$ cat config.mk
export PLATFORM = sky130hd
export DESIGN_NAME = muldiv_unit_flat
export DESIGN_NICKNAME = d
export VERILOG_FILES = /design/src/rtl/muldiv_unit_pkg.sv /design/src/rtl/muldiv_unit_if.sv /design/src/rtl/muldiv_unit.sv /design/src/flat_wrapper.sv
export SDC_FILE = /design/constraint.sdc
export NUM_CORES = 1
export LEC_CHECK = 0
export ABC_CLOCK_PERIOD_IN_PS = 7600
export CAP_MARGIN = 30
export CORE_ASPECT_RATIO = 1.2
export CORE_UTILIZATION = 50
export CTS_CLUSTER_DIAMETER = 200
export CTS_CLUSTER_SIZE = 14
export DETAILED_ROUTE_END_ITERATION = 6
export GPL_TIMING_DRIVEN = 0
export PLACE_DENSITY = 0.72
export SYNTH_ARGS = -nofsm -noshare
export SYNTH_HDL_FRONTEND = slang
export SYNTH_SLANG_ARGS = --single-unit
$ cat constraint.sdc
create_clock -name clk -period 7.6 [get_ports clk]
set_clock_uncertainty 0.05 [all_clocks]
set_input_delay 0.76 -clock clk [delete_from_list [all_inputs] [get_ports clk]]
set_output_delay 0.76 -clock clk [all_outputs]
set_load 0.05 [all_outputs]
$ cat src/rtl/muldiv_unit_pkg.sv
// riscv_m_pkg: shared RV32M multiply/divide definitions.
//   XLEN           operand/result width (32 only)
//   F3_*           funct3 operation encodings
//   MULDIV_LATENCY start-to-done cycle count
//   state_t        iterative unit FSM states
package riscv_m_pkg;
    localparam int XLEN = 32;
    localparam logic [2:0] F3_MUL    = 3'b000;
    localparam logic [2:0] F3_MULH   = 3'b001;
    localparam logic [2:0] F3_MULHSU = 3'b010;
    localparam logic [2:0] F3_MULHU  = 3'b011;
    localparam logic [2:0] F3_DIV    = 3'b100;
    localparam logic [2:0] F3_DIVU   = 3'b101;
    localparam logic [2:0] F3_REM    = 3'b110;
    localparam logic [2:0] F3_REMU   = 3'b111;
    localparam int MULDIV_LATENCY = 33;
    typedef enum logic [1:0] {IDLE, CALC, FIX} state_t;
endpackage

$ cat src/rtl/muldiv_unit_if.sv
// muldiv_unit_if: issue/result bundle between the execute stage and the muldiv unit.
//   start   request, sampled only while the unit is idle
//   funct3  RV32M operation select
//   opA     rs1 value
//   opB     rs2 value
//   busy    operation in flight
//   done    one-cycle pulse, result valid
//   result  registered result, held until the next done
interface muldiv_unit_if;
    import riscv_m_pkg::*;
    logic            start;
    logic [2:0]      funct3;
    logic [XLEN-1:0] opA;
    logic [XLEN-1:0] opB;
    logic            busy;
    logic            done;
    logic [XLEN-1:0] result;
    modport master (output start, funct3, opA, opB, input busy, done, result);
    modport slave  (input start, funct3, opA, opB, output busy, done, result);
endinterface

$ cat src/rtl/muldiv_unit.sv
// muldiv_unit: iterative RV32M multiply/divide, fixed 33-cycle latency.
//   clk  rising-edge clock
//   rst  synchronous active-low reset
//   bus  slave side of muldiv_unit_if (start/funct3/opA/opB in, busy/done/result out)
module muldiv_unit
    import riscv_m_pkg::*;
(
    input  logic           clk,
    input  logic           rst,
    muldiv_unit_if.slave   bus
);
    state_t      r_state;
    state_t      w_next;
    logic [4:0]  r_cnt;
    logic [2:0]  r_f3;
    logic [31:0] r_a;
    logic [31:0] r_b;
    logic [31:0] r_opa;
    logic        r_sa;
    logic        r_neg;
    logic        r_div0;
    // Shared working register: multiply keeps {partial product, multiplier},
    // divide keeps {partial remainder, dividend/quotient}.
    logic [63:0] r_acc;
    logic        r_busy;
    logic        r_done;
    logic [31:0] r_result;
    logic        w_sa_in;
    logic        w_sb_in;
    logic [31:0] w_mag_a;
    logic [31:0] w_mag_b;
    logic [32:0] w_sum;
    logic [63:0] w_mul_next;
    logic [32:0] w_rem_sh;
    logic        w_ge;
    logic [31:0] w_diff;
    logic [63:0] w_div_next;
    logic [63:0] w_prod;
    logic [31:0] w_quo;
    logic [31:0] w_rem;
    logic [31:0] w_res;

    assign w_sa_in = bus.opA[31] & (bus.funct3 == F3_MULH || bus.funct3 == F3_MULHSU ||
                                    bus.funct3 == F3_DIV  || bus.funct3 == F3_REM);
    assign w_sb_in = bus.opB[31] & (bus.funct3 == F3_MULH || bus.funct3 == F3_DIV ||
                                    bus.funct3 == F3_REM);
    assign w_mag_a = w_sa_in ? -bus.opA : bus.opA;
    assign w_mag_b = w_sb_in ? -bus.opB : bus.opB;

    // Shift-add step: add multiplicand to the upper half when the multiplier LSB is set.
    assign w_sum      = {1'b0, r_acc[63:32]} + {1'b0, r_a};
    assign w_mul_next = r_acc[0] ? {w_sum, r_acc[31:1]} : {1'b0, r_acc[63:1]};

    // Restoring step: the 33-bit shifted remainder is compared against the divisor;
    // when it fits, the true difference is below 2^32, so a 32-bit subtract is exact.
    assign w_rem_sh   = {r_acc[63:32], r_acc[31]};
    assign w_ge       = w_rem_sh >= {1'b0, r_b};
    assign w_diff     = w_rem_sh[31:0] - r_b;
    assign w_div_next = {w_ge ? w_diff : w_rem_sh[31:0], r_acc[30:0], w_ge};

    // Divide-by-zero results override the sign fix-up.
    assign w_prod = r_neg ? -r_acc : r_acc;
    assign w_quo  = r_div0 ? 32'hFFFF_FFFF : (r_neg ? -r_acc[31:0] : r_acc[31:0]);
    assign w_rem  = r_div0 ? r_opa : (r_sa ? -r_acc[63:32] : r_acc[63:32]);
    assign w_res  = !r_f3[2] ? (r_f3[1:0] == 2'b00 ? w_prod[31:0] : w_prod[63:32])
                             : (r_f3[1] ? w_rem : w_quo);

    always_ff @(posedge clk) begin
        if (!rst) r_state <= IDLE;
        else      r_state <= w_next;
    end

    always_comb begin
        w_next = r_state;
        case (r_state)
            IDLE:    w_next = bus.start ? CALC : IDLE;
            CALC:    w_next = r_cnt == 5'd31 ? FIX : CALC;
            FIX:     w_next = IDLE;
            default: w_next = IDLE;
        endcase
    end

    always_ff @(posedge clk) begin
        if (!rst) begin
            r_busy   <= 1'b0;
            r_done   <= 1'b0;
            r_result <= '0;
            r_cnt    <= '0;
        end else begin
            r_done <= 1'b0;
            case (r_state)
                IDLE: if (bus.start) begin
                    r_f3   <= bus.funct3;
                    r_a    <= w_mag_a;
                    r_b    <= w_mag_b;
                    r_opa  <= bus.opA;
                    r_sa   <= w_sa_in;
                    r_neg  <= w_sa_in ^ w_sb_in;
                    r_div0 <= bus.funct3[2] && bus.opB == '0;
                    r_acc  <= {32'b0, bus.funct3[2] ? w_mag_a : w_mag_b};
                    r_cnt  <= '0;
                    r_busy <= 1'b1;
                end
                CALC: begin
                    r_acc <= r_f3[2] ? w_div_next : w_mul_next;
                    r_cnt <= r_cnt + 5'd1;
                end
                FIX: begin
                    r_result <= w_res;
                    r_done   <= 1'b1;
                    r_busy   <= 1'b0;
                end
                default: ;
            endcase
        end
    end

    assign bus.busy   = r_busy;
    assign bus.done   = r_done;
    assign bus.result = r_result;
endmodule

$ cat src/flat_wrapper.sv
// flat-port wrapper written by rule: the top's interface ports become plain ports
module muldiv_unit_flat import riscv_m_pkg::*;
  (clk, rst, bus_start, bus_funct3, bus_opA, bus_opB, bus_busy, bus_done, bus_result);
  muldiv_unit_if bus_i ();
  input  logic clk;
  input  logic rst;
  input wire logic [$bits(bus_i.start)-1:0] bus_start;
  input wire logic [$bits(bus_i.funct3)-1:0] bus_funct3;
  input wire logic [$bits(bus_i.opA)-1:0] bus_opA;
  input wire logic [$bits(bus_i.opB)-1:0] bus_opB;
  output wire logic [$bits(bus_i.busy)-1:0] bus_busy;
  output wire logic [$bits(bus_i.done)-1:0] bus_done;
  output wire logic [$bits(bus_i.result)-1:0] bus_result;
  assign bus_i.start = bus_start;
  assign bus_i.funct3 = bus_funct3;
  assign bus_i.opA = bus_opA;
  assign bus_i.opB = bus_opB;
  assign bus_busy = bus_i.busy;
  assign bus_done = bus_i.done;
  assign bus_result = bus_i.result;
  muldiv_unit u_core (.clk(clk), .rst(rst), .bus(bus_i));
endmodule
==> results by group, run 1 <==
Synthesis
  – Number of synthesized flops with an enable pin: around 170
  – Syn Std Cell Area: 16400 sq um
  – Synth area leaders: edfxtp_1, xor2_1, ha_1
  – Yosys reg bits: 206
  – Synth top cells by count: nand2_1, edfxtp_1, o21ai_0
  – Cells after Synth: approximately 1900
  – Most frequent cell after synthesis: nand2_1
  – Async SR Flop Fraction: 0
  – Yosys Warn Count: 0
  – Synth cell types: 80
  – Post-synthesis sequential area ratio: 0.352
  – Post-Syn Nets: between 1500 and 2000
  – Synth top area share: 0.302
  – Most used DFF post-synth: edfxtp_1
  – Cell taking the most area after synthesis: edfxtp_1
  – Syn avg cell area: 8.85 sq um

Clock tree
  – CTS tree: yes
  – H-tree depth: 1
  – Num CTS Buffers: 18
  – # resized after CTS: 0
  – CTS hold repair buffers: 0
  – Post-CTS setup buffer count: 0
  – CTS clock-pin slew for the worst setup and hold paths: 0.07 ns
  – Clock latency on the worst-skew pair: 0.53 ns
  – Clock sink count: slightly above 200
  – Clock Tree Buf Depth: 3
  – CTS Root Cell: clkbuf_16

Hold path
  – Worst min-delay path class: register to register
  – Hold path startpoint: u_core.bus.result[21]
  – WHS Endpoint: u_core.bus.result[21]
  – Hold Path Depth: 2

Global route
  – Pin count of the biggest net entering global routing: 33
  – Total track usage: 0.389
  – Vias in the first global route: roughly 15000
  – First-pass GRT wire length: between 90000 and 100000 microns
  – Initial antenna violation count: 0
  – Total gr overflow: 0

Timing
  – Slew @ Worst Pin: just over 1 ns
  – Setup TNS: 0 ns
  – Setup violations, final: 0
  – RSZ-0062 raised after global routing: no
  – Slew Limit Headroom: 0.313
  – WHS: between 0.4 and 0.5 ns
  – Hold Vio Cnt, Final: 0
  – Final setup margin: roughly 2.8 ns
  – Min cycle time layout: between 4 and 5 ns
  – Slew Viols, Final: 0
  – Period Utilization, post-route: 0.631
  – Peak Freq: 0.208 GHz

Power
  – Leakage: approximately 0.007 uW
  – Pint: between 2000 and 2500 uW
  – Pwr Density: between 150 and 200 nW/um^2
  – Peak supply drop: between 0.15 and 0.2 mV
  – Gate power share: 0.300
  – Reg power frac: 0.418
  – Sw Ratio: 0.346
  – P_sw: about 1100 uW
  – Clock share of power: 0.283

Finish
  – P&R area growth vs syn: 13.5%
  – Share of cells above drive strength 1: 0.0517
  – Antenna fix cells: 0
  – Util after Layout: 0.578
  – Nets: between 2000 and 2500

Placement
  – Routability Congestion: approximately 1.0
  – Final HPWL from detailed placement: approximately 52000 microns
  – IO Port Bufs: approximately 100
  – Post-Place Worst Slack: approximately 2.5 ns

Detailed routing
  – Routed WL per cell: 27.4 microns
  – Post-Route WL: 65800 microns
  – 1st-iter DRT viols: around 2000
  – DR vias: 15900
  – Router iterations before antenna repair: 7
  – # DRC: 5
  – Vias/cell: about 6.6
  – Remaining antenna violation count: 0

Setup path
  – Crit path max fanout: 10
  – Reg-to-Reg End: u_core.r_acc[39]
  – CP required: between 7 and 8 ns
  – Kind of critical path: register to register
  – Crit. End Element: register
  – R2r worst-path depth: 12
  – CP startpoint kind: register
  – R2R setup slack: approximately 2.8 ns
  – Data arrival, critical path: ~5 ns
  – FF-to-FF Start: u_core.r_acc[31]

Outcome
  – Outcome: finished with violations
  – Failing checks: DRC

Die
  – Die Width: 167 microns
  – Core Footprint: 32300 sq um
  – Die Span Y: ~200 microns
  – IO Count: about 100
  – Initial Util: 0.509
  – # rows: between 70 and 80
  – Die area: between 30000 and 40000 sq um

Flow run
  – Total of max-cap violations: 0
[layout by cell type (no fill, tap or decap), types with 70 or more instances in the layout]
cell             instances
a21oi_1                135
clkbuf_1               108
clkdlybuf4s50_1        103
edfxtp_1               165
ha_1                    70
nand2_1                201
nor2_1                 105
o21ai_0                145
xnor2_1                 89
xor2_1                 109
[final cells by class]
type / instances / area, sq um
clock buffers: 25 / 498
clock inverters: 1 / 30.0
flip-flops and latches: 206 / 5780
well taps: 407 / 509
fillers: 3000 / 13600
inverters: 65 / 244
multi-input cells: 1469 / 9970
repair buffers: 112 / 1160
plain buffers: 114 / 439
[through the flow]
| stage | power, uW | instances | instance area (sq um) |
|---|---|---|---|
| 2_1_floorplan | 2000 | 1854 | 16400 |
| 3_3_place_gp | 2340 | 2364 | 17900 |
| 3_5_place_dp | 2350 | 2373 | 18100 |
| 4_1_cts | 3260 | 2399 | 18600 |
| 5_1_grt | 3390 | 2399 | 18600 |
| 6_report | 3290 | 2399 | 18600 |
[routing by layer]
metal | global-route usage | share of wire | routed length (microns)
met1 | 0.512 | 0.40 | 26000
met2 | 0.600 | 0.44 | 28900
met3 | 0.0566 | 0.094 | 6200
met4 | 0.243 | 0.071 | 4700
met5 | 0 | 0 | 0
[cells by family (layout without fill, tap and decap cells)]
logic type | after synthesis | in the layout | synth area share
AO/OA/AOI/OAI | 565 | 565 | 0.225
XOR/XNOR | 198 | 198 | 0.106
adder cells (fa/ha/maj) | 72 | 72 | 0.0558
buffers and inverters | 179 | 317 | 0.0416
flip-flops | 206 | 206 | 0.352
multiplexers | 92 | 92 | 0.0589
AND/OR/NAND/NOR | 542 | 542 | 0.161
[state kept, by name, indices dropped and copies added, names as in the netlist, 2 cells and up]
signal and count:
u_core.r_acc 64, u_core.bus.result 32, u_core.r_b 32, u_core.r_opa 32, u_core.r_a 31, u_core.r_cnt 5, u_core.r_f3 3, u_core.r_state 2
[power groups by stage]
stage	logic (uW)	clock network [uW]	registers [uW]
final	985	929	1370
after floorplan	629	0	1370
after global routing	1050	965	1380
after CTS	959	934	1370
after detailed placement	953	0	1390
after global placement	935	0	1400
[worst max-delay path: stages, from the launching register on]
cell and delay, ns:
edfxtp_1 0.59, inv_1 0.19, ha_1 0.26, nand2b_1 0.16
a21oi_1 0.41, o2111ai_1 0.16, a31oi_1 0.59, o211ai_1 0.52
nand2_1 0.22, buf_2 0.33, clkbuf_1 0.58, o21ai_0 0.15
a211oi_1 0.37
[how the worst max path moves through the flow]
stage,startpoint,endpoint,slack (ns),cells after the start
2_1_floorplan,rst,u_core.r_a[10],1.93,2
3_3_place_gp,rst,u_core.r_opa[10],-0.72,3
3_5_place_dp,bus_funct3[2],u_core.r_acc[27],2.52,11
4_1_cts,bus_funct3[2],u_core.r_acc[11],3.06,11
5_1_grt,u_core.r_acc[58],u_core.r_acc[39],2.79,11
6_report,u_core.r_acc[31],u_core.r_acc[39],2.80,12
(Power assumes the default switching activity.)
==> run 2, diff against run 1 <==
Settings changed: ABC_CLOCK_PERIOD_IN_PS 7600 to 4000, PLACE_DENSITY 0.72 to 0.75.
Clock period 7.6 ns to 4 ns, I/O delays scaled along.
==> run 2 against run 1 <==
The run now ends clean. Worst setup slack worse by 2.7 ns. Total power is 90% higher. Cell count is 0.29% higher. Flip-flop and latch count stayed put. Critical path depth is 3 lower. Via count is 0.50% lower. Global-route usage is 1.0 points lower. Clock power is 89% higher. Clock-buffer cell count stayed put. First-iteration DRC count is 11% higher. Largest cell class unchanged.
==> results by group, run 2 (synthesis gave the netlist of run 1 again) <==
Detailed routing
  – # DRC: 0 (-5)
  – Routed WL per cell: 26.7 microns (-2.8%)
  – Vias/cell: 6.57 (-0.79%)
  – Post-Route WL: 64200 microns (-2.5%)
  – DR vias: 15800 (-0.50%)
  – Router iterations before antenna repair: 6 (-1)
  – 1st-iter DRT viols: 2194 (+11%)
  – Remaining antenna violation count: 0 (unchanged)

Power
  – Pwr Density: 334 nW/um^2 (+89%)
  – Peak supply drop: 0.312 mV (+78%)
  – Leakage: 0.00702 uW (+0.90%)

Finish
  – Multi-input logic area: 9990 sq um (+0.16%)
  – Share of cells above drive strength 1: 0.0605 (+0.00882)
  – FILL cells: 2981 (-0.63%)
  – Max FFs per register: 64 (unchanged)
  – Largest Register: u_core.r_acc
  – Final Cell Area: 18700 sq um (+0.50%)
  – Reg area: 5780 sq um (unchanged)
  – Nets: 2135 (+0.33%)
  – Most frequent cells in the layout: nand2_1, edfxtp_1, o21ai_0, a21oi_1, xor2_1
  – Antenna fix cells: 0 (unchanged)
  – Most common cell after layout, fill and taps aside: nand2_1
  – P&R area growth vs syn: 14.1%

Setup path
  – Crit. End Element: register
  – Reg-to-Reg End: u_core.bus.result[26]
  – Crit path max fanout: 4 (-6)
  – Worst path cell trace: clkdlybuf4s50_1 -> or4_1 -> nor4_1 -> nor3b_1 -> inv_1 -> o31a_1 -> xor2_1 -> mux2i_1 -> o21ai_0
  – Data arrival, critical path: 4.19 ns (-0.85 ns)
  – CP required: 4.30 ns (-3.55 ns)
  – R2R setup slack: 0.16 ns (-2.64 ns)
  – Crit path launch: bus_opB[8]
  – Slowest cell delay on critical path: 0.96 ns (+0.37 ns)
  – Slowest-stage cell, CP: nor3b_1
  – R2r worst-path depth: 11 (-1)
  – Kind of critical path: primary input to register
  – Buf/Inv on CP: 2 (-1)
  – Stages on the worst setup path: 9 (-3)
  – Worst setup path end: u_core.r_acc[22]
  – CP startpoint kind: primary input
  – FF-to-FF Start: u_core.r_acc[0]
  – Top delay family on crit path: simple AND/OR/NAND/NOR gates

Die
  – Die Span Y: 200 microns (unchanged)
  – # rows: 72 (unchanged)
  – Die area: 33600 sq um (unchanged)
  – Initial Util: 0.509 (unchanged)
  – Core Footprint: 32300 sq um (unchanged)
  – IO Count: 104 (unchanged)
  – Die Width: 167 microns (unchanged)

Global route
  – Vias in the first global route: 15200 (+3.0%)
  – Total gr overflow: 0 (unchanged)
  – Pin count of the biggest net entering global routing: 33 (unchanged)
  – Initial antenna violation count: 1 (+1)
  – Total track usage: 0.379 (-0.0100)
  – First-pass GRT wire length: 94300 microns (-1.5%)

Clock tree
  – CTS hold repair buffers: 0 (unchanged)
  – Clock latency on the worst-skew pair: 0.52 ns (about the same)
  – Clock sink count: 206 (unchanged)
  – Num CTS Buffers: 18 (unchanged)
  – Clock Tree Buf Depth: 3 (unchanged)
  – CTS clock-pin slew for the worst setup and hold paths: 0.08 ns (about the same)
  – H-tree depth: 1 (unchanged)
  – CTS Root Cell: clkbuf_16
  – CTS tree: yes

Timing
  – Setup violations, final: 0 (unchanged)
  – Slew Limit Headroom: 0.251 (-0.0624)
  – RSZ-0062 raised after global routing: no
  – Slew @ Worst Pin: 1.12 ns (+0.0950 ns)
  – Hold Vio Cnt, Final: 0 (unchanged)
  – Min cycle time layout: ~3.9 ns
  – Peak Freq: between 0.2 and 0.3 GHz
  – Period Utilization, post-route: 0.973
  – Final setup margin: 0.109 ns (-2.69 ns)
  – Slew Viols, Final: 0 (unchanged)

Placement
  – IO Port Bufs: 103 (unchanged)
  – Routability Congestion: 0.986 (-3.5%)
  – Post-DP Area: 18100 sq um (about the same)
  – Final HPWL from detailed placement: 50600 microns (-2.2%)
  – Post-Place Worst Slack: -0.552 ns (-3.08 ns)

Flow run
  – Total of max-cap violations: 0 (unchanged)

Hold path
  – Worst min-delay path class: register to register

Outcome
  – Outcome: finished clean
-- run 2: cell type report --
cell class / instances / share of cell area
Multi-Input combinational cell: 1469 / 0.533
Sequential cell: 206 / 0.308
Timing Repair Buffer: 122 / 0.0666
Tap cell: 407 / 0.0272
Clock buffer: 25 / 0.0266
Buffer: 111 / 0.0232
Inverter: 65 / 0.0130
Clock inverter: 1 / 0.00160
-- run 2: what timing repair did --
item,4_1_cts,5_1_grt
pin swaps,0,4
setup buffers,2,6
resized for setup,6,5
setup endpoints to repair,29,36
-- run 2: through the flow --
stage,power [uW],util,hold WS (ns),cells,setup TNS [ns]
floorplan,3790,-,0.445,1854,0
global placement,4430,0.557,0.379,2364,-286.97
detailed placement,4460,0.562,0.382,2374,-9.14
CTS,6200,0.579,0.397,2402,0
global route,6460,0.581,0.439,2406,0
finish,6250,0.581,0.396,2406,0
-- run 2: how the worst min path moves through the flow --
stage	from	to	cells past startpoint
4_1_cts	u_core.bus.result[21]	u_core.bus.result[21]	2
5_1_grt	u_core.bus.result[26]	u_core.bus.result[26]	2
3_3_place_gp	u_core.bus.result[21]	u_core.bus.result[21]	2
6_report	u_core.bus.result[21]	u_core.bus.result[21]	2
2_1_floorplan	u_core.r_cnt[4]	u_core.r_cnt[4]	2
3_5_place_dp	u_core.bus.result[21]	u_core.bus.result[21]	2
-- run 2: routing by layer --
layer	share of wire	GRT usage	vias up	wire length (microns)
li1	-	-	7146	-
met2	0.45	0.599	939	28700
met3	0.089	0.0499	186	5730
met5	0.00020	0	-	13
met1	0.40	0.505	7544	25900
met4	0.059	0.199	2	3810
-- run 2: worst reg2reg max path, cell delays in order (launching register included) --
cell and delay, ns:
edfxtp_1 0.55, inv_1 0.57, ha_1 0.32, nand4b_1 0.28, or3_4 0.46, or4_4 0.48
buf_6 0.19, o21ai_0 0.23, xnor2_1 0.15, a21oi_1 0.08, o21ai_0 0.30, nand2_1 0.09
-- run 2: power by group --
group | total (uW) | leakage, uW | switching, uW | internal, uW
logic | 1880 | 0.00487 | 1190 | 694
registers | 2600 | 0.00189 | 131 | 2470
clock network | 1760 | 0.000255 | 833 | 928
total | 6250 | 0.00702 | 2150 | 4090
==> run 3, diff against run 2 <==
Settings changed: CORE_UTILIZATION 50 to 25, CTS_BUF_LIST set to sky130_fd_sc_hd__clkbuf_16, PLACE_DENSITY 0.75 to 0.45.
==> run 3 against run 2 <==
Combinational power increased by 4%. Die area increased by 99%. Clock power about the same. Via count decreased by 1.7%. Register-to-register slack got worse by 0.06 ns. Highest routed layer is now met4. Critical endpoint is now u_core.r_acc[62]. Hold slack got worse by 0.0045 ns.
==> results by group, run 3 (synthesis gave the netlist of run 1 again) <==
Hold path
  – WHS Endpoint: u_core.bus.result[21]
  – Hold path startpoint: u_core.bus.result[21]
  – Hold Path Depth: 2 (unchanged)
  – Worst min-delay path class: register to register

Finish
  – Share of cells above drive strength 1: 0.0666 (+0.00604)
  – Multi-input logic area: 10000 sq um (+0.61%)
  – FILL cells: 6783 (+130%)
  – Largest Register: u_core.r_acc
  – Antenna fix cells: 0 (unchanged)
  – Max FFs per register: 64 (unchanged)
  – Most common cell after layout, fill and taps aside: nand2_1
  – Reg area: 5780 sq um (unchanged)
  – P&R area growth vs syn: 18.0%
  – Nets: 2135 (unchanged)
  – Final cell count without fillers: 2830 (+18%)
  – Util after Layout: 0.299 (-0.281)
  – Most frequent cells in the layout: nand2_1, edfxtp_1, o21ai_0, a21oi_1, xor2_1

Clock tree
  – Clock Tree Buf Depth: 3 (unchanged)
  – Clock sink count: 206 (unchanged)
  – CTS hold repair buffers: 0 (unchanged)
  – CTS clock-pin slew for the worst setup and hold paths: 0.08 ns (about the same)
  – Clock latency on the worst-skew pair: 0.54 ns (+0.02 ns)
  – CTS Root Cell: clkbuf_16
  – CTS tree: yes
  – Num CTS Buffers: 18 (unchanged)
  – H-tree depth: 1 (unchanged)

Die
  – # rows: 102 (+42%)
  – Die Width: 236 microns (+41%)
  – Core Footprint: 64700 sq um (+100%)
  – Die area: 66700 sq um (+99%)
  – IO Count: 104 (unchanged)
  – Die Span Y: 283 microns (+41%)
  – Initial Util: 0.254 (-0.255)

Power
  – Leakage: 0.00707 uW (+0.72%)
  – Pwr Density: 328 nW/um^2 (-1.8%)
  – Power, Total: 6340 uW (+1.5%)
  – Peak supply drop: 0.344 mV (+11%)

Setup path
  – R2R setup slack: 0.1 ns (-0.06 ns)
  – CP required: 4.34 ns (+0.04 ns)
  – Reg-to-Reg End: u_core.r_acc[62]
  – Slowest cell delay on critical path: 0.45 ns (-0.51 ns)
  – Crit. End Element: register
  – CP startpoint kind: register
  – Worst path cell trace: inv_1 -> ha_1 -> inv_1 -> fa_1 -> a211oi_1 -> o21ai_1 -> nand2_1 -> a21oi_1 -> o31a_1 -> o211ai_1 -> mux2_2 -> a22oi_1 -> o311a_1
  – R2r worst-path depth: 13 (+2)
  – FF-to-FF Start: u_core.r_acc[31]
  – Data arrival, critical path: 4.24 ns (+0.05 ns)
  – Crit path top cell by count: inv_1
  – Kind of critical path: register to register
  – Slowest-stage cell, CP: edfxtp_1
  – Crit path max fanout: 3 (-1)

Timing
  – Setup violations, final: 0 (unchanged)
  – Period Utilization, post-route: 0.975 (+0.00250)
  – RSZ-0062 raised after global routing: no
  – Slew Viols, Final: 0 (unchanged)
  – Hold Vio Cnt, Final: 0 (unchanged)
  – Slew @ Worst Pin: 1.01 ns (-0.110 ns)
  – Slew Limit Headroom: 0.319 (+0.0687)
  – Peak Freq: 0.256 GHz (-0.26%)
  – Min cycle time layout: 3.90 ns (+0.0100 ns)

Placement
  – Placed cell count: 2798 (+18%)
  – Final HPWL from detailed placement: 58800 microns (+16%)
  – IO Port Bufs: 103 (unchanged)
  – Routability Congestion: 0.948 (-3.8%)

Global route
  – Initial antenna violation count: 4 (+3)
  – First-pass GRT wire length: 105000 microns (+11%)
  – Pin count of the biggest net entering global routing: 34 (+3.0%)
  – Total gr overflow: 0 (unchanged)
  – Total track usage: 0.215 (-0.163)
  – Vias in the first global route: 14900 (-1.7%)

Detailed routing
  – Routed WL per cell: 26.0 microns (-2.4%)
  – Vias/cell: 5.50 (-16%)
  – Remaining antenna violation count: 0 (unchanged)
  – # DRC: 0 (unchanged)
  – Post-Route WL: 73700 microns (+15%)
  – 1st-iter DRT viols: 1424 (-35%)
  – DR vias: 15600 (-1.7%)
  – Router iterations before antenna repair: 7 (+1)

Flow run
  – Total of max-cap violations: 0 (unchanged)

Outcome
  – Outcome: finished clean
==> run 3: worst max-delay path: cells and delay by family, from the launching register on <==
family	cells	cell delay (ns)
buffers and inverters	2	0.25
muxes	1	0.38
and+or+nand+nor	1	0.16
DFF	1	0.45
adders and majority gates	2	0.63
AOI/OAI and AO/OA	7	1.83
==> run 3: worst max-delay path by stage <==
stage	start	endpoint	slack (ns)	cells after the start
detailed placement	bus_funct3[2]	u_core.r_acc[12]	-0.95	11
CTS	u_core.r_acc[31]	u_core.r_acc[42]	0.001	12
global placement	rst	u_core.r_acc[42]	-2.26	3
floorplan	u_core.r_state[1]	u_core.r_acc[0]	0.16	3
finish	u_core.r_acc[31]	u_core.r_acc[62]	0.1	13
global route	u_core.r_acc[32]	u_core.r_acc[57]	0.005	11
==> run 3: repair_timing <==
| item | 4_1_cts | 5_1_grt |
|---|---|---|
| resized for setup | 12 | 15 |
| setup endpoints to repair | 56 | 48 |
| pin swaps | 2 | 1 |
| gates cloned | 0 | 0 |
| endpoints found under the hold margin | 0 | 0 |
| setup buffers | 6 | 2 |
==> run 3: layout make-up <==
| type | instances | share of cell area |
|---|---|---|
| Buffer | 110 | 0.0227 |
| Sequential cell | 206 | 0.298 |
| Multi-Input combinational cell | 1469 | 0.519 |
| Inverter | 65 | 0.0128 |
| Timing Repair Buffer | 123 | 0.0663 |
| Tap cell | 832 | 0.0538 |
| Clock buffer | 19 | 0.0246 |
| Clock inverter | 6 | 0.00252 |
==> run 3: routing by layer <==
metal	wire [microns]	GRT usage	vias to the layer above
met5	0	0	-
met2	34300	0.357	616
li1	-	-	7153
met3	4090	0.0154	100
met4	2430	0.0764	0
met1	32900	0.295	7683
==> run 3: report_power, final <==
group,leakage (uW),internal (uW),switching [uW]
combinational,0.00491,703,1240
clock,0.000275,911,877
sequential,0.00189,2470,133
total,0.00707,4090,2250
==> run 3: through the flow <==
stage                     TNS (ns)  setup slack, ns  hold WS (ns)  area [sq um]
after global routing             0          0.00527         0.423         19400
final                            0           0.0993         0.391         19400
after CTS                        0         0.000956         0.396         19300
after global placement     -396.97            -2.26         0.389         18500
after floorplan                  0            0.160         0.445         16400
after detailed placement    -32.39           -0.946         0.386         18700
